==> src/rtl/muldiv_ctrl.sv <==
// Sequencer for the EX-stage multiplier and divider. It latches one mult/multu/div/divu op,
// stalls EX until the result is captured, then holds a HI/LO write until EX advances.
module muldiv_ctrl #(
  parameter int MUL_LAT     = 1,
  parameter int DIV_TIMEOUT = 64
) (
  input  logic        clk,
  input  logic        rst,
  input  logic        op_mult,
  input  logic        op_multu,
  input  logic        op_div,
  input  logic        op_divu,
  input  logic [31:0] src1,
  input  logic [31:0] src2,
  input  logic        ex_advance,
  input  logic        flush,
  output logic        mul_signed,
  output logic [31:0] mul_ina,
  output logic [31:0] mul_inb,
  input  logic [63:0] mul_result,
  output logic        div_start,
  output logic        div_signed,
  output logic [31:0] div_op1,
  output logic [31:0] div_op2,
  output logic        div_annul,
  input  logic        div_ready,
  input  logic [63:0] div_result,
  output logic        stallreq,
  output logic        hi_we,
  output logic        lo_we,
  output logic [31:0] hi_o,
  output logic [31:0] lo_o,
  output logic        busy,
  output logic        div_err
);

  localparam int CNT_MAX = (DIV_TIMEOUT > MUL_LAT) ? DIV_TIMEOUT : MUL_LAT;
  localparam int CW      = $clog2(CNT_MAX + 1);

  typedef enum logic [1:0] {S_IDLE, S_MUL_WAIT, S_DIV_RUN, S_DONE} state_t;
  typedef enum logic [1:0] {K_MULT, K_MULTU, K_DIV, K_DIVU} kind_t;

  state_t          r_state, w_next_state;
  kind_t           r_kind, w_kind;
  logic [31:0]     r_op1, r_op2, r_hi, r_lo;
  logic [CW-1:0]   r_cnt;
  logic            r_div_err;

  logic w_any_op, w_accept, w_kind_is_div, w_src2_zero, w_cnt_zero, w_timeout, w_abort;

  // Decode priority: div > divu > mult > multu.
  always_comb begin
    // NOTE: every combinational output gets a default first so no path leaves it unassigned (no latch).
    w_kind = K_MULTU;
    if (op_div)        w_kind = K_DIV;
    else if (op_divu)  w_kind = K_DIVU;
    else if (op_mult)  w_kind = K_MULT;
  end

  assign w_any_op      = op_mult | op_multu | op_div | op_divu;
  assign w_accept      = (r_state == S_IDLE) && w_any_op && !flush;
  assign w_kind_is_div = (w_kind == K_DIV) || (w_kind == K_DIVU);
  assign w_src2_zero   = (src2 == 32'd0);
  assign w_cnt_zero    = (r_cnt == '0);
  // A ready divider wins over a timeout landing in the same cycle.
  assign w_timeout     = (r_state == S_DIV_RUN) && !div_ready && (r_cnt == CW'(DIV_TIMEOUT - 1));
  assign w_abort       = (r_state == S_DIV_RUN) && (flush || w_timeout);

  // State register.
  always_ff @(posedge clk) begin
    // NOTE: sequential state uses non-blocking assignments so all flops update from pre-edge values.
    if (rst) r_state <= S_IDLE;
    else     r_state <= w_next_state;
  end

  // Next-state logic.
  always_comb begin
    w_next_state = r_state;
    if (flush) begin
      w_next_state = S_IDLE;
    end else begin
      unique case (r_state)
        S_IDLE: begin
          if (w_any_op) begin
            if (!w_kind_is_div)   w_next_state = S_MUL_WAIT;
            else if (w_src2_zero) w_next_state = S_DONE;
            else                  w_next_state = S_DIV_RUN;
          end
        end
        S_MUL_WAIT: if (w_cnt_zero) w_next_state = S_DONE;
        S_DIV_RUN: begin
          if (div_ready)      w_next_state = S_DONE;
          else if (w_timeout) w_next_state = S_IDLE;
        end
        S_DONE: if (ex_advance) w_next_state = S_IDLE;
        default: w_next_state = S_IDLE;
      endcase
    end
  end

  // Operand, counter and result registers.
  always_ff @(posedge clk) begin
    if (rst) begin
      r_op1     <= '0;
      r_op2     <= '0;
      r_kind    <= K_MULT;
      r_cnt     <= '0;
      r_hi      <= '0;
      r_lo      <= '0;
      r_div_err <= 1'b0;
    end else if (!flush) begin
      unique case (r_state)
        S_IDLE: begin
          if (w_accept) begin
            r_op1  <= src1;
            r_op2  <= src2;
            r_kind <= w_kind;
            r_cnt  <= w_kind_is_div ? '0 : CW'(MUL_LAT - 1);
            if (w_kind_is_div && w_src2_zero) begin
              r_hi <= src1;
              r_lo <= 32'hFFFF_FFFF;
            end
          end
        end
        S_MUL_WAIT: begin
          if (w_cnt_zero) {r_hi, r_lo} <= mul_result;
          else            r_cnt <= r_cnt - 1'b1;
        end
        S_DIV_RUN: begin
          if (div_ready) begin
            {r_hi, r_lo} <= div_result;
          end else begin
            if (r_cnt != CW'(CNT_MAX)) r_cnt <= r_cnt + 1'b1;
            if (w_timeout)             r_div_err <= 1'b1;
          end
        end
        default: ;
      endcase
    end
  end

  // Output logic.
  always_comb begin
    mul_signed = 1'b0;
    mul_ina    = '0;
    mul_inb    = '0;
    div_start  = 1'b0;
    div_signed = 1'b0;
    div_op1    = '0;
    div_op2    = '0;
    div_annul  = 1'b0;
    stallreq   = 1'b0;
    hi_we      = 1'b0;
    lo_we      = 1'b0;
    hi_o       = '0;
    lo_o       = '0;
    unique case (r_state)
      S_IDLE: begin
        if (w_accept) begin
          stallreq   = 1'b1;
          mul_ina    = src1;
          mul_inb    = src2;
          mul_signed = (w_kind == K_MULT);
        end
      end
      S_MUL_WAIT: begin
        stallreq   = !flush;
        mul_ina    = r_op1;
        mul_inb    = r_op2;
        mul_signed = (r_kind == K_MULT);
      end
      S_DIV_RUN: begin
        stallreq   = !w_abort;
        div_op1    = r_op1;
        div_op2    = r_op2;
        div_signed = (r_kind == K_DIV);
        div_start  = !div_ready && !w_abort;
        div_annul  = w_abort;
      end
      S_DONE: begin
        if (!flush) begin
          hi_we = 1'b1;
          lo_we = 1'b1;
          hi_o  = r_hi;
          lo_o  = r_lo;
        end
      end
      default: ;
    endcase
  end

  assign busy    = (r_state != S_IDLE);
  assign div_err = r_div_err;

endmodule

==> config.mk <==
export PLATFORM = sky130hd
export DESIGN_NAME = muldiv_ctrl
export DESIGN_NICKNAME = d
export VERILOG_FILES = /design/src/rtl/muldiv_ctrl.sv
export SDC_FILE = /design/constraint.sdc
export NUM_CORES = 1
export LEC_CHECK = 0
export CORE_AREA = 2 2 155 157
export CTS_BUF_LIST = sky130_fd_sc_hd__clkbuf_4
export DETAILED_ROUTE_END_ITERATION = 10
export DIE_AREA = 0 0 157 159
export HOLD_SLACK_MARGIN = 0.08
export MAX_ROUTING_LAYER = met4
export PLACE_DENSITY = 0.72
export SETUP_SLACK_MARGIN = 0.2
export SYNTH_ARGS = -nofsm -noshare
export SYNTH_HDL_FRONTEND = slang
export SYNTH_SLANG_ARGS = --single-unit
==> constraint.sdc <==
create_clock -name clk -period 2.7 [get_ports clk]
set_input_delay 0.54 -clock clk [delete_from_list [all_inputs] [get_ports clk]]
set_output_delay 0.54 -clock clk [all_outputs]
set_load 0.05 [all_outputs]
==> results of run 1 <==
## cell families after synthesis
family,after synthesis
muxes,2
xor gates and xnor gates,3
adders and majority gates,10
buffers and inverters,111
and+or+nand+nor,554
DFF,140
AOI/OAI and AO/OA,292
## layer usage
layer | share of wire (%) | vias to the layer above | GRT usage (%)
met3 | 8.5 | 125 | 9.50
li1 | - | 4762 | -
met5 | 0 | - | -
met2 | 49 | 536 | 52.9
met4 | 4.7 | 0 | 14.1
met1 | 38 | 5062 | 35.9
## repair_timing
item                                    4_1_cts  5_1_grt
hold buffers                                  0        0
buffers inserted                             59       20
endpoints found under the setup margin      202      255
gates cloned                                 16        4
resized for setup                           263       96
pin swaps                                    58       46
## cell usage in the layout, fill, tap and decap left out, types with 3 or more instances in the layout
cell               n
nand2_8           15
and2_4           120
a22oi_1           56
nand3b_1           3
nor3_1             4
clkinv_4           3
buf_4             69
nand4_1            4
buf_6             25
nand2_2           60
a21oi_2           22
nand2_1          148
diode_2            6
clkinv_2           3
a21oi_1           85
a22oi_2            8
nand2_4           44
clkbuf_4          20
a211oi_1          33
nand3_1           38
buf_12           222
buf_16            15
a311oi_2          28
clkbuf_16          4
and2_1             9
nor2_1            44
ha_4               8
nor4_1             7
nand2b_1          32
dfxtp_1          136
nor2b_1            5
bufinv_16          3
clkdlybuf4s50_1  198
buf_8              4
a311oi_1           4
o21ai_0           35
## critical path, delay by kind of cell (launching register included)
kind / cells / cell delay [ns]
buf+inv: 5 / 0.59
fa+ha+maj: 1 / 0.14
simple gates: 3 / 0.30
compound gates: 1 / 0.19
flops: 1 / 0.39
## where the power goes
group / leakage (nW) / internal (mW) / switching (mW)
sequential: 1.15 / 2.23 / 0.131
combinational: 5.45 / 1.49 / 1.68
clock: 0.162 / 0.668 / 0.855
total: 6.75 / 4.38 / 2.67
## layout make-up
type | count | area, um2 | area share, %
diodes | 6 | 15.0 | 0.0848
well taps | 319 | 399 | 2.26
inverters | 5 | 30.0 | 0.170
multi-input cells | 861 | 6290 | 35.5
clock inverters | 12 | 146 | 0.827
clock buffers | 20 | 150 | 0.848
repair buffers | 541 | 7850 | 44.4
flip-flops and latches | 140 | 2810 | 15.9
## flip-flops by register name, indices dropped and copies added (netlist names)
register and count:
r_hi 32, r_lo 32, r_op1 32, r_op2 32, r_cnt 7, r_kind 2
r_state 2, div_err 1
## path summary, 6_finish.rpt
path	slack (ns)	end	cells past startpoint	from
setup / recovery	-0.03	mul_inb[29]	10	r_state[1]
hold / removal	0.48	r_op1[30]	2	r_op1[30]
setup reg to reg	0.24	r_hi[1]	14	r_state[1]
hold reg to reg	0.48	r_op1[30]	2	r_op1[30]
## metrics by stage
step           hold slack (ns)  TNS [ns]  area [um2]  utilization [%]  power [mW]
3_3_place_gp             0.452    -18.10       14900             64.3        4.85
2_1_floorplan            0.445         0        8530                -        3.70
3_5_place_dp             0.457    -18.47       14900             64.3        4.89
4_1_cts                  0.427    -0.276       17000             73.3        6.78
6_report                 0.478    -0.132       17700             76.3        7.05
5_1_grt                  0.469     -3.32       17700             76.3        7.30
==> results.toml, run 1 <==
[job]
max-cap-violations = 0

[worst_setup_path]
crit_path_max_incr_delay_ns = 0.39
arrival_ns = 2.19
slowest_stage = "dfxtp_4"
worstPathRequired_ns = 2.16
cp-end-kind = "output port"
worstSetupPathType = "flop to output port"
cp_max_fo = 7
crit_path_start_kind = "flop"
path_cells = "inv_4, ha_4, nor2b_4, o31a_4, buf_6, buf_12, buf_16, nand2_4, nand2_4, buf_12"

[yosys]
yosys.area.top_type = "dfxtp_1"
yosys.area_share.simple_pct = 31.9
synthMuxAreaShare_pct = 0.241
synth-compound-area-share_pct = 26.0
synthArstFlopShare_pct = 0
synth_cells = 1112
yosysWarnings = 0
synth.most_common_cell = "nand2_1"
netlist_top_cells_count = "nand2_1 (267), dfxtp_1 (140), and2_1 (130)"
synth_top_family_by_area = "simple AND/OR/NAND/NOR gates"
synth_edf_count = 0
synth_cell_types = 51
ys_ff_latch = 140
synth_area_leaders = "dfxtp_1 (34%), nand2_1 (12%), and2_1 (9.8%)"
syn_nets = 1323
synth-xor-area-share_pct = 0.316
synth_flop_cell = "dfxtp_1"
synth_top_area_share_pct = 33.7
yosysSeqAreaShare_pct = 33.7
postSynthAreaPerCell_um2 = 7.48
syn_area_um2 = 8320
synth_fa_ha_area_share_pct = 1.50

[clocking]
htreeDepth = 4
cts_buffer_depth = 2
clock_latency_ns = 0.55
cts_root_buffer = "clkbuf_4"
cts_made_buffers = 17
clk_pin_slew_ns = 0.13
cts_tree = "done"
clkSinkCount = 140

[floorplanning]
initial_core_util_pct = 35.9
die-width_um = 157
die_h_um = 159
pin_count = 402
die-area_um2 = 25000
num_rows = 56
core_area_um2 = 23200

[detailed_routing]
vias_per_cell = 5.51
dr.pass1.iters = 5
wl_per_cell_um = 22.5
drtIter0Drc = 871
drc = 0
drt-total-wl_um = 42800
ant_nets = 0
via_count = 10500

[global_route]
antenna_found_initial = 6
overflow = 0
grt_max_degree = 78
grt_pass1_vias = 10500
grt_pass1_wl_um = 59900
track_usage_pct = 32.1

[sta]
setup_ws_ns = -0.0263
tightestPinTransition_ns = 0.678
relSlewSlack_pct = 54.8
setup_viol = 16
slew_viol_final = 0
fin_skew_ns = 0.0195
finalHoldViolCount = 0
timing.final.crit_period_ns = 2.73
rsz0062_at_grt = "true"
finalCritPeriodShare_pct = 101
max_freq_mhz = 367

[power_and_ir_drop]
ir_drop_uv = 331
power.leakage_nw = 6.75
power_density_nw_per_um2 = 398

[finish]
drive_gt1_share_pct = 44.9
fill_cells = 1443
nets = 1777
finalNonFillerCells = 1904
area_growth_pct = 113

[run_status]
violations = "setup timing"
status = "complete, but fails checks"

[placement]
hpwlAfterDp_um = 25400
gp_congestion = 0.913
place.port_buffers = 401
placedCellCount = 1767
post-place-ws_ns = -0.313

[hold_path]
hold_path.class = "flop to flop"
Note: power is estimated with default switching activity, not from simulation.
==> inputs of run 2 (changes only) <==
--- a/config.mk
+++ b/config.mk
@@ -5,6 +5,7 @@
 export SDC_FILE = /design/constraint.sdc
 export NUM_CORES = 1
 export LEC_CHECK = 0
+export ABC_CLOCK_PERIOD_IN_PS = 2700
 export CORE_AREA = 2 2 155 157
 export CTS_BUF_LIST = sky130_fd_sc_hd__clkbuf_4
 export DETAILED_ROUTE_END_ITERATION = 10
==> results of run 2 <==
The final DEF is identical to that of run 1; final timing and power are the same.
